==> config.mk <==
export PLATFORM = sky130hd
export DESIGN_NAME = ov5640_init_sequencer_flat
export DESIGN_NICKNAME = d
export VERILOG_FILES = /design/src/rtl/ov5640_init_sequencer_pkg.sv /design/src/rtl/ov5640_init_sequencer_if.sv /design/src/rtl/ov5640_init_sequencer_delay.sv /design/src/rtl/ov5640_init_sequencer.sv /design/src/flat_wrapper.sv
export SDC_FILE = /design/constraint.sdc
export NUM_CORES = 1
export LEC_CHECK = 0
export CORE_MARGIN = 3
export CORE_UTILIZATION = 45
export CTS_CLUSTER_SIZE = 40
export DETAILED_ROUTE_END_ITERATION = 10
export PLACE_DENSITY = 0.84
export SLEW_MARGIN = 10
export SYNTH_ARGS = -nofsm -noshare
export SYNTH_HDL_FRONTEND = slang
export SYNTH_SLANG_ARGS = --single-unit
==> constraint.sdc <==
create_clock -name clk -period 2.1 [get_ports clk]
set_input_delay 0.42 -clock clk [delete_from_list [all_inputs] [get_ports clk]]
set_output_delay 0.42 -clock clk [all_outputs]
set_load 0.01 [all_outputs]
==> src/rtl/ov5640_init_sequencer_pkg.sv <==
// ov5640_init_sequencer_pkg: sequencer state encoding and OV5640 SCCB constants.
package ov5640_init_sequencer_pkg;
   typedef enum logic [3:0] {
      S_IDLE, S_PWR_WAIT, S_FETCH, S_LATCH, S_WRITE, S_WAIT_ACK, S_SETTLE, S_DONE, S_ERROR
   } state_t;
   localparam logic [7:0]  OV5640_DEV_ID = 8'h78;
   localparam logic [15:0] SWRST_REG     = 16'h3008;
   function automatic logic is_swrst(input logic [15:0] addr, input logic [7:0] data);
      return addr == SWRST_REG && data[7];
   endfunction
endpackage

==> src/rtl/ov5640_init_sequencer_if.sv <==
// ov5640_init_sequencer_if: ROM read port and SCCB write-request bus of the init sequencer.
interface ov5640_init_sequencer_if #(
   parameter int ADDR_WIDTH = 8,
   parameter int DATA_WIDTH = 24
);
   logic [ADDR_WIDTH-1:0] rom_addr;
   logic [DATA_WIDTH-1:0] rom_q;
   logic                  wr_req;
   logic [15:0]           wr_reg_addr;
   logic [7:0]            wr_reg_data;
   logic                  wr_done;
   logic                  wr_nack;
   modport master(output rom_addr, wr_req, wr_reg_addr, wr_reg_data, input rom_q, wr_done, wr_nack);
   modport slave(input rom_addr, wr_req, wr_reg_addr, wr_reg_data, output rom_q, wr_done, wr_nack);
endinterface

==> src/rtl/ov5640_init_sequencer_delay.sv <==
// ov5640_init_sequencer_delay: settle-delay counter, cleared on state entry, expires at limit-1.
module ov5640_init_sequencer_delay #(
   parameter int DLY_W = 21
) (
   input  logic             clk,
   input  logic             rst,
   input  logic             clr_i,
   input  logic             en_i,
   input  logic [DLY_W-1:0] limit_i,
   output logic             expired_o
);
   logic [DLY_W-1:0] cnt_q, cnt_d;
   always_comb cnt_d = clr_i ? '0 : en_i ? cnt_q + DLY_W'(1) : cnt_q;
   always_ff @(posedge clk or posedge rst)
      if (rst) cnt_q <= '0;
      else     cnt_q <= cnt_d;
   // a zero limit still costs the one cycle spent in the waiting state
   assign expired_o = (limit_i == '0) || (cnt_q == limit_i - DLY_W'(1));
endmodule

==> src/rtl/ov5640_init_sequencer.sv <==
// ov5640_init_sequencer: walks the OV5640 init ROM, issues one SCCB write per entry with
// power-up/soft-reset settle delays and NACK retries, then reports done or error.
module ov5640_init_sequencer
   import ov5640_init_sequencer_pkg::*;
#(
   parameter int ADDR_WIDTH = 8,
   parameter int DATA_WIDTH = 24,
   parameter int REG_NUM    = 252,
   parameter int PWRUP_DLY  = 1000000,
   parameter int SWRST_DLY  = 250000,
   parameter int MAX_RETRY  = 3,
   parameter int DLY_W      = 21
) (
   input  logic                  clk,
   input  logic                  rst,
   input  logic                  start_i,
   ov5640_init_sequencer_if.master bus,
   output logic                  init_busy_o,
   output logic                  init_done_o,
   output logic                  init_error_o,
   output logic [ADDR_WIDTH-1:0] err_index_o
);
   localparam int RW = $clog2(MAX_RETRY + 2);
   state_t                state_q, state_d;
   logic [ADDR_WIDTH-1:0] idx_q, idx_d, eidx_q, eidx_d;
   logic [RW-1:0]         retry_q, retry_d;
   logic [15:0]           raddr_q, raddr_d;
   logic [7:0]            rdata_q, rdata_d;
   logic                  req_q, req_d, advance, last, dly_exp;
   assign last = idx_q == ADDR_WIDTH'(REG_NUM - 1);
   ov5640_init_sequencer_delay #(.DLY_W(DLY_W)) u_dly (
      .clk       (clk),
      .rst       (rst),
      .clr_i     (state_d != state_q),
      .en_i      (state_q == S_PWR_WAIT || state_q == S_SETTLE),
      .limit_i   (state_q == S_SETTLE ? DLY_W'(SWRST_DLY) : DLY_W'(PWRUP_DLY)),
      .expired_o (dly_exp)
   );
   always_comb begin
      state_d = state_q;
      idx_d   = idx_q;
      eidx_d  = eidx_q;
      retry_d = retry_q;
      raddr_d = raddr_q;
      rdata_d = rdata_q;
      advance = 1'b0;
      case (state_q)
         S_IDLE, S_DONE, S_ERROR: if (start_i) begin
            state_d = S_PWR_WAIT;
            idx_d   = '0;
            eidx_d  = '0;
            retry_d = '0;
         end
         S_PWR_WAIT: if (dly_exp) state_d = S_FETCH;
         S_FETCH:    state_d = S_LATCH;
         S_LATCH: begin
            raddr_d = bus.rom_q[DATA_WIDTH-1 -: 16];
            rdata_d = bus.rom_q[7:0];
            state_d = S_WRITE;
         end
         S_WRITE:    state_d = S_WAIT_ACK;
         S_WAIT_ACK: if (bus.wr_done) begin
            if (!bus.wr_nack) begin
               if (is_swrst(raddr_q, rdata_q)) state_d = S_SETTLE;
               else advance = 1'b1;
            end else if (retry_q < RW'(MAX_RETRY)) begin
               retry_d = retry_q + RW'(1);
               state_d = S_WRITE;
            end else begin
               eidx_d  = idx_q;
               state_d = S_ERROR;
            end
         end
         S_SETTLE:   advance = dly_exp;
         default:    ;
      endcase
      // the last entry holds the index so it never wraps
      if (advance) begin
         retry_d = '0;
         idx_d   = last ? idx_q : idx_q + ADDR_WIDTH'(1);
         state_d = last ? S_DONE : S_FETCH;
      end
   end
   // a retry passes through WRITE with wr_req low so the SCCB master sees a fresh request
   assign req_d = state_d == S_WAIT_ACK || (state_d == S_WRITE && state_q == S_LATCH);
   always_ff @(posedge clk or posedge rst)
      if (rst) begin
         state_q <= S_IDLE;
         idx_q   <= '0;
         eidx_q  <= '0;
         retry_q <= '0;
         raddr_q <= '0;
         rdata_q <= '0;
         req_q   <= 1'b0;
      end else begin
         state_q <= state_d;
         idx_q   <= idx_d;
         eidx_q  <= eidx_d;
         retry_q <= retry_d;
         raddr_q <= raddr_d;
         rdata_q <= rdata_d;
         req_q   <= req_d;
      end
   assign bus.rom_addr    = idx_q;
   assign bus.wr_req      = req_q;
   assign bus.wr_reg_addr = raddr_q;
   assign bus.wr_reg_data = rdata_q;
   assign init_busy_o     = !(state_q == S_IDLE || state_q == S_DONE || state_q == S_ERROR);
   assign init_done_o     = state_q == S_DONE;
   assign init_error_o    = state_q == S_ERROR;
   assign err_index_o     = eidx_q;
endmodule
==> src/flat_wrapper.sv <==
// flat-port wrapper written by rule: the top's interface ports become plain ports
module ov5640_init_sequencer_flat import ov5640_init_sequencer_pkg::*;
#(
   parameter int ADDR_WIDTH = 8,
   parameter int DATA_WIDTH = 24,
   parameter int REG_NUM    = 252,
   parameter int PWRUP_DLY  = 1000000,
   parameter int SWRST_DLY  = 250000,
   parameter int MAX_RETRY  = 3,
   parameter int DLY_W      = 21
)
  (clk, rst, start_i, init_busy_o, init_done_o, init_error_o, err_index_o, bus_rom_addr, bus_wr_req, bus_wr_reg_addr, bus_wr_reg_data, bus_rom_q, bus_wr_done, bus_wr_nack);
  ov5640_init_sequencer_if #(.ADDR_WIDTH(ADDR_WIDTH), .DATA_WIDTH(DATA_WIDTH)) bus_i ();
  input  logic clk;
  input  logic rst;
  input  logic start_i;
  output logic init_busy_o;
  output logic init_done_o;
  output logic init_error_o;
  output logic [ADDR_WIDTH-1:0] err_index_o;
  output wire logic [$bits(bus_i.rom_addr)-1:0] bus_rom_addr;
  output wire logic [$bits(bus_i.wr_req)-1:0] bus_wr_req;
  output wire logic [$bits(bus_i.wr_reg_addr)-1:0] bus_wr_reg_addr;
  output wire logic [$bits(bus_i.wr_reg_data)-1:0] bus_wr_reg_data;
  input wire logic [$bits(bus_i.rom_q)-1:0] bus_rom_q;
  input wire logic [$bits(bus_i.wr_done)-1:0] bus_wr_done;
  input wire logic [$bits(bus_i.wr_nack)-1:0] bus_wr_nack;
  assign bus_rom_addr = bus_i.rom_addr;
  assign bus_wr_req = bus_i.wr_req;
  assign bus_wr_reg_addr = bus_i.wr_reg_addr;
  assign bus_wr_reg_data = bus_i.wr_reg_data;
  assign bus_i.rom_q = bus_rom_q;
  assign bus_i.wr_done = bus_wr_done;
  assign bus_i.wr_nack = bus_wr_nack;
  ov5640_init_sequencer #(.ADDR_WIDTH(ADDR_WIDTH), .DATA_WIDTH(DATA_WIDTH), .REG_NUM(REG_NUM), .PWRUP_DLY(PWRUP_DLY), .SWRST_DLY(SWRST_DLY), .MAX_RETRY(MAX_RETRY), .DLY_W(DLY_W)) u_core (.clk(clk), .rst(rst), .start_i(start_i), .bus(bus_i), .init_busy_o(init_busy_o), .init_done_o(init_done_o), .init_error_o(init_error_o), .err_index_o(err_index_o));
endmodule
==> impl_metrics.py, run 1 <==
metrics = {
    "run_status": {
        "run_status": "finished, violations left",
        "violations": "negative setup slack",
    },
    "drt": {
        "drt_pass1_iterations": 5,
        "routed-via-count": 3096,
        "route.top_layer_used": "met4",
        "drt.antenna.violating_nets": 0,
        "route.detailed.drc": 0,
        "routed_wl_mm": 9.749,
        "wire_per_inst_um": 17.53,
        "drt_first_iter_violations": 162,
        "met3WireLength_um": 449,
        "met1_length_mm": 3.737,
        "wl_met2_mm": 5.182,
        "drt-vias-per-instance": 5.568,
    },
    "sta": {
        "slew_at_the_pin_with_the_worst_max_slew_slack_ns": 0.6317,
        "rsz0062_at_grt": "yes",
        "timing.slew.headroom_pct": 57.56,
        "worst_slack_ns": -0.3056,
        "hold_viol": 0,
        "setup-violations-final": 25,
        "maxClockFrequency_mhz": 415.7,
        "layout_worst_path_cycle_share_pct": 114.6,
        "final.hold.worst_slack_ns": 0.4860,
        "fin_crit_ns": 2.406,
        "tns_ns": -6.631,
        "slew_viol_final": 0,
        "finalClockSkew_ns": 0.01097,
    },
    "synth": {
        "netlist_area_mm2": 0.003480,
        "synth_enable_flop_cells": 0,
        "synthArstFlopShare_pct": 100.0,
        "synth-seq-area-share_pct": 49.62,
        "post_synth.cell_area_avg_um2": 10.84,
        "yosysUniqueCellTypes": 45,
        "postSynthNetCount": 353,
        "dominantRegCellSynth": "sky130_fd_sc_hd__dfrtp_1",
        "synth-warning-count": 0,
        "postSynthCellCount": 321,
        "synth.ff_latch_count": 69,
    },
    "setup_path": {
        "critPathMaxStageDelay_ns": 0.40,
        "endpoint_kind": "flop",
        "critical_path_depth": 8,
        "path_delay_family": "simple AND/OR/NAND/NOR gates",
        "setup.worst_path.start": "u_core.bus.wr_reg_addr[6]",
        "r2r-start": "u_core.bus.wr_reg_addr[6]",
        "critPathMaxFanout": 15,
        "setup.reg_to_reg.worst_slack_ns": -0.31,
        "crit_buf_inv": 1,
        "worst-r2r-cell-count": 8,
        "endpoint_of_the_worst_register_to_register_path": "u_core.u_dly.cnt_q[15]",
        "critPathArrivalTime_ns": 2.64,
        "crit_path_top_delay_cell": "sky130_fd_sc_hd__o41ai_4",
        "worst_ep_required_time_ns": 2.34,
        "startpoint_type": "flop",
        "worstSetupPathType": "reg -> reg",
        "worstSetupEndpoint": "u_core.u_dly.cnt_q[15]",
        "worstPathCellList": "nor4b_2, nand4_1, o41ai_4, nand3_2, and4b_2, xnor2_4, buf_12, nor3_2",
    },
    "cts": {
        "clock_path_buffers": 2,
        "post_cts_hold_buffer_count": 0,
        "worst_setup_hold_path_clk_slew_ns": 0.08,
        "tritoncts_num_sinks": 69,
        "clk_root_buffer_cell": "sky130_fd_sc_hd__clkbuf_8",
        "cts_tree": "built",
        "htreeDepth": 3,
        "cts_buffers": 9,
        "insertion_delay_ns": 0.36,
    },
    "floorplan": {
        "placementRows": 31,
        "die_h_um": 93.94,
        "start_util_pct": 47.22,
        "fp.dieArea_mm2": 0.008824,
        "core-area_mm2": 0.007370,
        "ioPinCount": 73,
        "die-width_um": 93.94,
    },
    "grt": {
        "grt_start_max_net_pins": 41,
        "grt.total_usage_pct": 23.26,
        "globalRoute.totalOverflow": 0,
        "grt_first_pass_wirelength_mm": 15.85,
        "initial_antenna_violation_count": 0,
        "via_count_of_the_first_global_routing_pass": 3238,
    },
    "layout": {
        "syn_to_final_growth_pct": 49.01,
        "layout.cells.most_common_list": "69 x sky130_fd_sc_hd__clkdlybuf4s50_1, 67 x sky130_fd_sc_hd__dfrtp_1, 55 x sky130_fd_sc_hd__buf_4, 38 x sky130_fd_sc_hd__nand2_1, 24 x sky130_fd_sc_hd__mux2_2",
        "n_antenna_cell": 0,
        "stdcell_count": 556,
        "post_route_cells_drive_above_1_share_pct": 34.35,
        "finish.net_count": 484,
        "most_common_cell_after_layout_fill_and_taps_aside": "sky130_fd_sc_hd__clkdlybuf4s50_1",
    },
    "placed_design": {
        "dp.cells": 534,
        "post-place-ws_ns": -0.4480,
        "routabilityCongestion": 0.8717,
        "dp_hpwl_mm": 6.514,
        "io_buf_count": 72,
    },
    "power_and_ir_drop": {
        "power_density_mw_per_mm2": 633.1,
        "ir_worst_vdd_mv": 0.3536,
        "power_leakage_nw": 2.308,
    },
    "worst_hold_path": {
        "worstHoldPathType": "reg -> reg",
    },
    "run": {
        "timing.max_cap.violations": 0,
    },
}
## per-stage QoR
stage | power, mW | util [%] | area, µm²
final | 3.282 | 70.36 | 5185
after global placement | 1.918 | 63.92 | 4711
after CTS | 3.297 | 68.81 | 5071
after detailed placement | 1.946 | 63.92 | 4711
after global routing | 3.421 | 70.36 | 5185
after floorplan | 1.726 | - | 3483
## cell type report
cell class / instances / area, µm²
fillers: 502 / 2185
multi-input cells: 233 / 1824
flip-flops and latches: 69 / 1729
repair buffers: 134 / 1237
clock buffers: 10 / 137.6
well taps: 99 / 123.9
clock inverters: 6 / 110.1
inverters: 5 / 22.52
## report_power, final
group / total [mW] / switching, mW / internal (mW)
logic: 0.473 / 0.199 / 0.275
clock network: 1.34 / 0.524 / 0.818
registers: 1.47 / 0.0599 / 1.41
total: 3.28 / 0.783 / 2.50
## routing by layer
metal / track usage (%) / vias to the layer above
met2: 41.69 / 117
met1: 26.30 / 1546
met4: 10.95 / 0
met3: 4.647 / 33
met5: 0 / -
li1: - / 1400
## synthesized netlist by cell type (2+ instances only)
| cell type | n | area [µm²] |
|---|---|---|
| sky130_fd_sc_hd__mux2_2 | 24 | 270.3 |
| sky130_fd_sc_hd__nand4_1 | 10 | 62.56 |
| sky130_fd_sc_hd__buf_6 | 2 | 22.52 |
| sky130_fd_sc_hd__o211ai_1 | 2 | 15.01 |
| sky130_fd_sc_hd__nor4b_2 | 2 | 30.03 |
| sky130_fd_sc_hd__a211oi_1 | 2 | 15.01 |
| sky130_fd_sc_hd__nor2b_1 | 2 | 12.51 |
| sky130_fd_sc_hd__and3_1 | 6 | 37.54 |
| sky130_fd_sc_hd__clkbuf_1 | 6 | 22.52 |
| sky130_fd_sc_hd__nor4b_1 | 4 | 35.03 |
| sky130_fd_sc_hd__buf_2 | 4 | 20.02 |
| sky130_fd_sc_hd__a21oi_1 | 9 | 45.04 |
| sky130_fd_sc_hd__nand2b_1 | 3 | 18.77 |
| sky130_fd_sc_hd__nor2_1 | 22 | 82.58 |
| sky130_fd_sc_hd__and4_1 | 4 | 35.03 |
| sky130_fd_sc_hd__and4bb_2 | 2 | 25.02 |
| sky130_fd_sc_hd__and4b_1 | 3 | 30.03 |
| sky130_fd_sc_hd__nand3_1 | 10 | 50.05 |
| sky130_fd_sc_hd__inv_1 | 5 | 18.77 |
| sky130_fd_sc_hd__nor3_2 | 19 | 190.2 |
| sky130_fd_sc_hd__xor2_1 | 21 | 183.9 |
| sky130_fd_sc_hd__nor4bb_1 | 3 | 30.03 |
| sky130_fd_sc_hd__nor3_1 | 5 | 25.02 |
| sky130_fd_sc_hd__dfrtp_1 | 69 | 1727 |
| sky130_fd_sc_hd__o21ai_0 | 13 | 65.06 |
| sky130_fd_sc_hd__nand2_1 | 42 | 157.7 |
| sky130_fd_sc_hd__xnor2_1 | 6 | 52.55 |
| sky130_fd_sc_hd__and2_1 | 2 | 12.51 |
| sky130_fd_sc_hd__ha_1 | 3 | 37.54 |
## kinds of logic (layout without fill, tap and decap cells)
logic type / count (synthesis) / after routing / share of synthesized area [%]
adder cells (fa/ha/maj): 3 / 3 / 1.079
AO/OA/AOI/OAI: 33 / 33 / 6.113
multiplexers: 25 / 25 / 8.055
flip-flops: 69 / 69 / 49.62
buffers and inverters: 19 / 155 / 2.769
XOR/XNOR: 28 / 28 / 7.264
AND/OR/NAND/NOR: 144 / 144 / 25.10
## repair_timing
| item | CTS | global route |
|---|---|---|
| setup buffers | 7 | 2 |
| endpoints found under the setup margin | 39 | 33 |
| pin swaps | 11 | 19 |
| gates resized for setup | 20 | 28 |
## worst min path at each step
stage	start	end	cells past startpoint	slack [ns]
floorplan	u_core.retry_q[2]	u_core.retry_q[2]	2	0.51
global placement	u_core.err_index_o[7]	u_core.err_index_o[7]	2	0.46
detailed placement	u_core.err_index_o[0]	u_core.err_index_o[0]	2	0.47
CTS	u_core.err_index_o[0]	u_core.err_index_o[0]	2	0.49
global route	u_core.err_index_o[2]	u_core.err_index_o[2]	2	0.51
finish	u_core.err_index_o[2]	u_core.err_index_o[2]	2	0.49
## sequential cells by signal (all words and copies together) (netlist names)
| signal | flops |
|---|---|
| u_core.bus.rom_addr | 8 |
| u_core.bus.wr_req | 1 |
| u_core.bus.wr_reg_addr | 16 |
| u_core.retry_q | 3 |
| u_core.u_dly.cnt_q | 21 |
| u_core.bus.wr_reg_data | 8 |
| u_core.err_index_o | 8 |
| u_core.state_q | 4 |
## worst register-to-register path, delay by kind of cell, from the launching register on
| family | cells | cell delay, ns |
|---|---|---|
| compound gates | 1 | 0.40 |
| xor+xnor | 1 | 0.15 |
| buf+inv | 1 | 0.20 |
| flops | 1 | 0.39 |
| simple gates | 5 | 1.15 |
(Power assumes the default switching activity.)
==> run 2: changes to the inputs <==
Settings changed: PLACE_DENSITY 0.84 to 0.82, SYNTH_HIERARCHICAL from default to 1.
==> run 2 against run 1 <==
Compared with the run above:
- worst hold slack worse by 0.078 ns
- power fell by 13%
- die area is 16% higher
- clock-buffer cell count shrank 1
- first-iteration DRC count increased by 93%
- synthesized cell count rose by 32%
- cell count grew 37%
- the run still ends with negative setup slack left
- flip-flop and latch count unchanged
- wire length up 36%
- design area rose by 25%
==> impl_metrics.py, run 2 <==
metrics = {
    "floorplan": {
        "ioPinCount": 73,
        "die_h_um": 101.0,
        "die-width_um": 101.0,
        "start_util_pct": 46.53,
        "fp.dieArea_mm2": 0.01019,
        "core-area_mm2": 0.008721,
        "placementRows": 34,
    },
    "cts": {
        "clk_root_buffer_cell": "sky130_fd_sc_hd__clkbuf_8",
        "cts_tree": "built",
        "post_cts_hold_buffer_count": 0,
        "worst_setup_hold_path_clk_slew_ns": 0.08,
        "clock_path_buffers": 2,
        "htreeDepth": 3,
        "insertion_delay_ns": 0.36,
        "cts_buffers": 9,
        "tritoncts_num_sinks": 69,
    },
    "synth": {
        "synth.cells.most_frequent": "69 x sky130_fd_sc_hd__dfrtp_1, 46 x sky130_fd_sc_hd__nand2_1, 35 x sky130_fd_sc_hd__nor2_1, 24 x sky130_fd_sc_hd__mux2_2, 21 x sky130_fd_sc_hd__xnor2_1",
        "area_fraction_in_compound_gates_after_synthesis_pct": 13.01,
        "yosys.area_share.adder_pct": 1.542,
        "synth.ff_latch_count": 69,
        "synth_top_family_by_area": "simple AND/OR/NAND/NOR gates",
        "post_synth.cell_area_avg_um2": 9.593,
        "netlist.area_leader.share_pct": 42.55,
        "yosys.area.top_type": "sky130_fd_sc_hd__dfrtp_1",
        "synth_enable_flop_cells": 0,
        "postSynthCellCount": 423,
        "synth_simple_gate_area_share_pct": 22.23,
        "synth-seq-area-share_pct": 42.55,
        "dominantRegCellSynth": "sky130_fd_sc_hd__dfrtp_1",
        "post_synth_xor_area_fraction_pct": 8.634,
        "synthArstFlopShare_pct": 100.0,
        "post-synth-top-count-cell": "sky130_fd_sc_hd__dfrtp_1",
        "yosysUniqueCellTypes": 61,
        "synth-warning-count": 6,
        "netlist_area_mm2": 0.004058,
        "synth_top_cells_by_area": "sky130_fd_sc_hd__dfrtp_1 43%, sky130_fd_sc_hd__mux2_2 6.7%, sky130_fd_sc_hd__xnor2_1 4.5%",
        "post_synth_mux_area_share_pct": 8.881,
    },
    "grt": {
        "grt_first_pass_wirelength_mm": 21.00,
        "globalRoute.totalOverflow": 0,
        "grt.total_usage_pct": 26.07,
        "via_count_of_the_first_global_routing_pass": 4439,
        "initial_antenna_violation_count": 0,
        "grt_start_max_net_pins": 33,
    },
    "power_and_ir_drop": {
        "register_share_of_total_power_pct": 46.6,
        "p_int_mw": 2.206,
        "report.power.total_mw": 2.850,
        "ir_worst_vdd_mv": 0.3618,
        "power.share.clock_pct": 47.4,
        "power.share.switching_pct": 22.59,
        "power_leakage_nw": 2.921,
        "switchingPower_uw": 643.9,
        "comb_power_share_pct": 6.0,
        "power_density_mw_per_mm2": 439.7,
    },
    "sta": {
        "tns_ns": -58.63,
        "slew_at_the_pin_with_the_worst_max_slew_slack_ns": 0.7822,
        "rsz0062_at_grt": "yes",
        "fin_crit_ns": 4.331,
        "worst_slack_ns": -2.231,
        "finalClockSkew_ns": 0.01683,
        "maxClockFrequency_mhz": 230.9,
        "timing.slew.headroom_pct": 47.45,
        "slew_viol_final": 0,
        "hold_viol": 0,
        "setup-violations-final": 38,
        "layout_worst_path_cycle_share_pct": 206.3,
    },
    "layout": {
        "final.fill_count": 504,
        "syn_to_final_growth_pct": 59.73,
        "finish.net_count": 682,
        "layout.cells.most_common_list": "87 x sky130_fd_sc_hd__buf_4, 70 x sky130_fd_sc_hd__clkdlybuf4s50_1, 69 x sky130_fd_sc_hd__dfrtp_1, 57 x sky130_fd_sc_hd__conb_1, 43 x sky130_fd_sc_hd__nand2_1",
        "n_antenna_cell": 0,
        "multi_input_comb_area_mm2": 0.002759,
        "post_route_cells_drive_above_1_share_pct": 31.55,
        "ff_latch_area_mm2": 0.001727,
        "top_reg_by_flops": "u_core/u_dly/cnt_q",
        "layout.cell_area.non_filler_mm2": 0.006481,
        "largest_register_ffs": 21,
        "most_common_cell_after_layout_fill_and_taps_aside": "sky130_fd_sc_hd__buf_4",
    },
    "run_status": {
        "violations": "negative setup slack",
        "run_status": "finished, violations left",
    },
    "placed_design": {
        "io_buf_count": 72,
        "dp_hpwl_mm": 8.412,
        "routabilityCongestion": 0.9080,
        "post-place-ws_ns": -2.223,
        "dpl_cell_area_mm2": 0.005858,
    },
    "setup_path": {
        "crit_buf_inv": 2,
        "endpoint_of_the_worst_register_to_register_path": "u_core/u_dly/cnt_q[14]",
        "r2r-start": "u_core/state_q[0]",
        "crit_path_top_delay_cell": "sky130_fd_sc_hd__or3_4",
        "critPathMaxFanout": 5,
        "worstSetupPathType": "reg -> reg",
        "critPathArrivalTime_ns": 4.62,
        "endpoint_kind": "flop",
        "worstSetupEndpoint": "u_core/u_dly/cnt_q[14]",
        "critical-path-top-cell-by-count": "sky130_fd_sc_hd__or3_4",
        "worst-r2r-cell-count": 18,
        "path_delay_family": "simple AND/OR/NAND/NOR gates",
        "setup.worst_path.start": "u_core/state_q[0]",
        "worstPathCellList": "and4bb_4, clkinvlp_4, or3_4, o21a_1, o31ai_1, a31o_2, o2111ai_2, o21ai_2, nor3_2, o21ai_1, o311ai_1, nor2_1, mux2i_1, o2111ai_2, buf_4, or3_4, or3_4, a21oi_2",
        "startpoint_type": "flop",
        "critPathMaxStageDelay_ns": 0.41,
        "critical_path_depth": 18,
        "setup.reg_to_reg.worst_slack_ns": -2.23,
        "worst_ep_required_time_ns": 2.38,
    },
    "run": {
        "timing.max_cap.violations": 0,
    },
    "drt": {
        "drt_first_iter_violations": 312,
        "drt-vias-per-instance": 5.551,
        "drt_pass1_iterations": 5,
        "drt.antenna.violating_nets": 0,
        "route.detailed.drc": 0,
        "routed-via-count": 4224,
        "routed_wl_mm": 13.24,
        "wire_per_inst_um": 17.40,
    },
    "worst_hold_path": {
        "worstHoldPathType": "in -> async",
    },
}
-- run 2: cell types whose count changed after synthesis, sizes merged, moves of 7 or more --
cell   change
or3        +9
nor3      -10
or4        +7
mux2i      +8
o21ai      +8
nor4       +7
xnor2     +14
nor2      +12
a21oi      +7
inv        +7
-- run 2: final cells by class --
class                   count  area share [%]
multi-input cells         382           42.57
clock buffers               9           1.911
flip-flops and latches     69           26.64
well taps                 108           2.085
repair buffers            174           24.17
inverters                  12          0.7529
clock inverters             7           1.873
-- run 2: how the worst min path moves through the flow --
stage	start	end	slack, ns
after global routing	rst	u_core/err_index_o[2]	0.44
after floorplan	rst	u_core/u_dly/cnt_q[0]	0.40
after CTS	rst	u_core/err_index_o[2]	0.40
final	rst	u_core/err_index_o[2]	0.41
after global placement	u_core/err_index_o[7]	u_core/err_index_o[7]	0.47
after detailed placement	u_core/err_index_o[2]	u_core/err_index_o[2]	0.48
-- run 2: worst register-to-register path, cell delays in order (launching register included) --
cell and delay, ns:
sky130_fd_sc_hd__dfrtp_1 0.38, sky130_fd_sc_hd__and4bb_4 0.37, sky130_fd_sc_hd__clkinvlp_4 0.14, sky130_fd_sc_hd__or3_4 0.41
sky130_fd_sc_hd__o21a_1 0.18, sky130_fd_sc_hd__o31ai_1 0.26, sky130_fd_sc_hd__a31o_2 0.15, sky130_fd_sc_hd__o2111ai_2 0.10
sky130_fd_sc_hd__o21ai_2 0.23, sky130_fd_sc_hd__nor3_2 0.06, sky130_fd_sc_hd__o21ai_1 0.13, sky130_fd_sc_hd__o311ai_1 0.12
sky130_fd_sc_hd__nor2_1 0.20, sky130_fd_sc_hd__mux2i_1 0.31, sky130_fd_sc_hd__o2111ai_2 0.16, sky130_fd_sc_hd__buf_4 0.18
sky130_fd_sc_hd__or3_4 0.41, sky130_fd_sc_hd__or3_4 0.34, sky130_fd_sc_hd__a21oi_2 0.13
-- run 2: cell families after synthesis --
family / after synthesis
buf+inv: 28
flops: 69
compound gates: 78
other cells: 2
fa+ha+maj: 5
mux: 33
xor+xnor: 40
simple gates: 168
-- run 2: repair_timing --
action                                  4_1_cts  5_1_grt
hold endpoints to repair                      0        0
resized for setup                            39       29
cloned                                        1        0
endpoints found under the setup margin       47       45
buffers inserted                              8       10
pin swaps                                    10       21
-- run 2: per-stage QoR --
| step | util (%) | std cells | hold WS, ns |
|---|---|---|---|
| floorplan | - | 478 | 0.3965 |
| global placement | 67.17 | 733 | 0.4655 |
| detailed placement | 67.17 | 733 | 0.4807 |
| CTS | 72.34 | 757 | 0.4044 |
| global route | 74.32 | 761 | 0.4371 |
| finish | 74.32 | 761 | 0.4076 |
-- run 2: power by group through the flow --
stage | Clock (mW) | Sequential [mW] | Combinational [mW]
3_3_place_gp | 0 | 1.35 | 0.153
4_1_cts | 1.36 | 1.33 | 0.160
6_report | 1.35 | 1.33 | 0.171
3_5_place_dp | 0 | 1.35 | 0.156
2_1_floorplan | 0 | 1.35 | 0.0757
5_1_grt | 1.43 | 1.33 | 0.191
-- run 2: per-layer routing --
metal	GRT usage (%)	routed length [µm]
met1	29.45	4937
met2	44.66	6826
met3	7.889	979
met4	12.78	497
met5	0	0
==> run 3: changes to the inputs <==
Settings changed: ABC_CLOCK_PERIOD_IN_PS from default to 2100, CTS_BUF_LIST from default to sky130_fd_sc_hd__clkbuf_8.
==> results of run 3 <==
No change in the layout: final DEF, timing and power equal those of run 2.
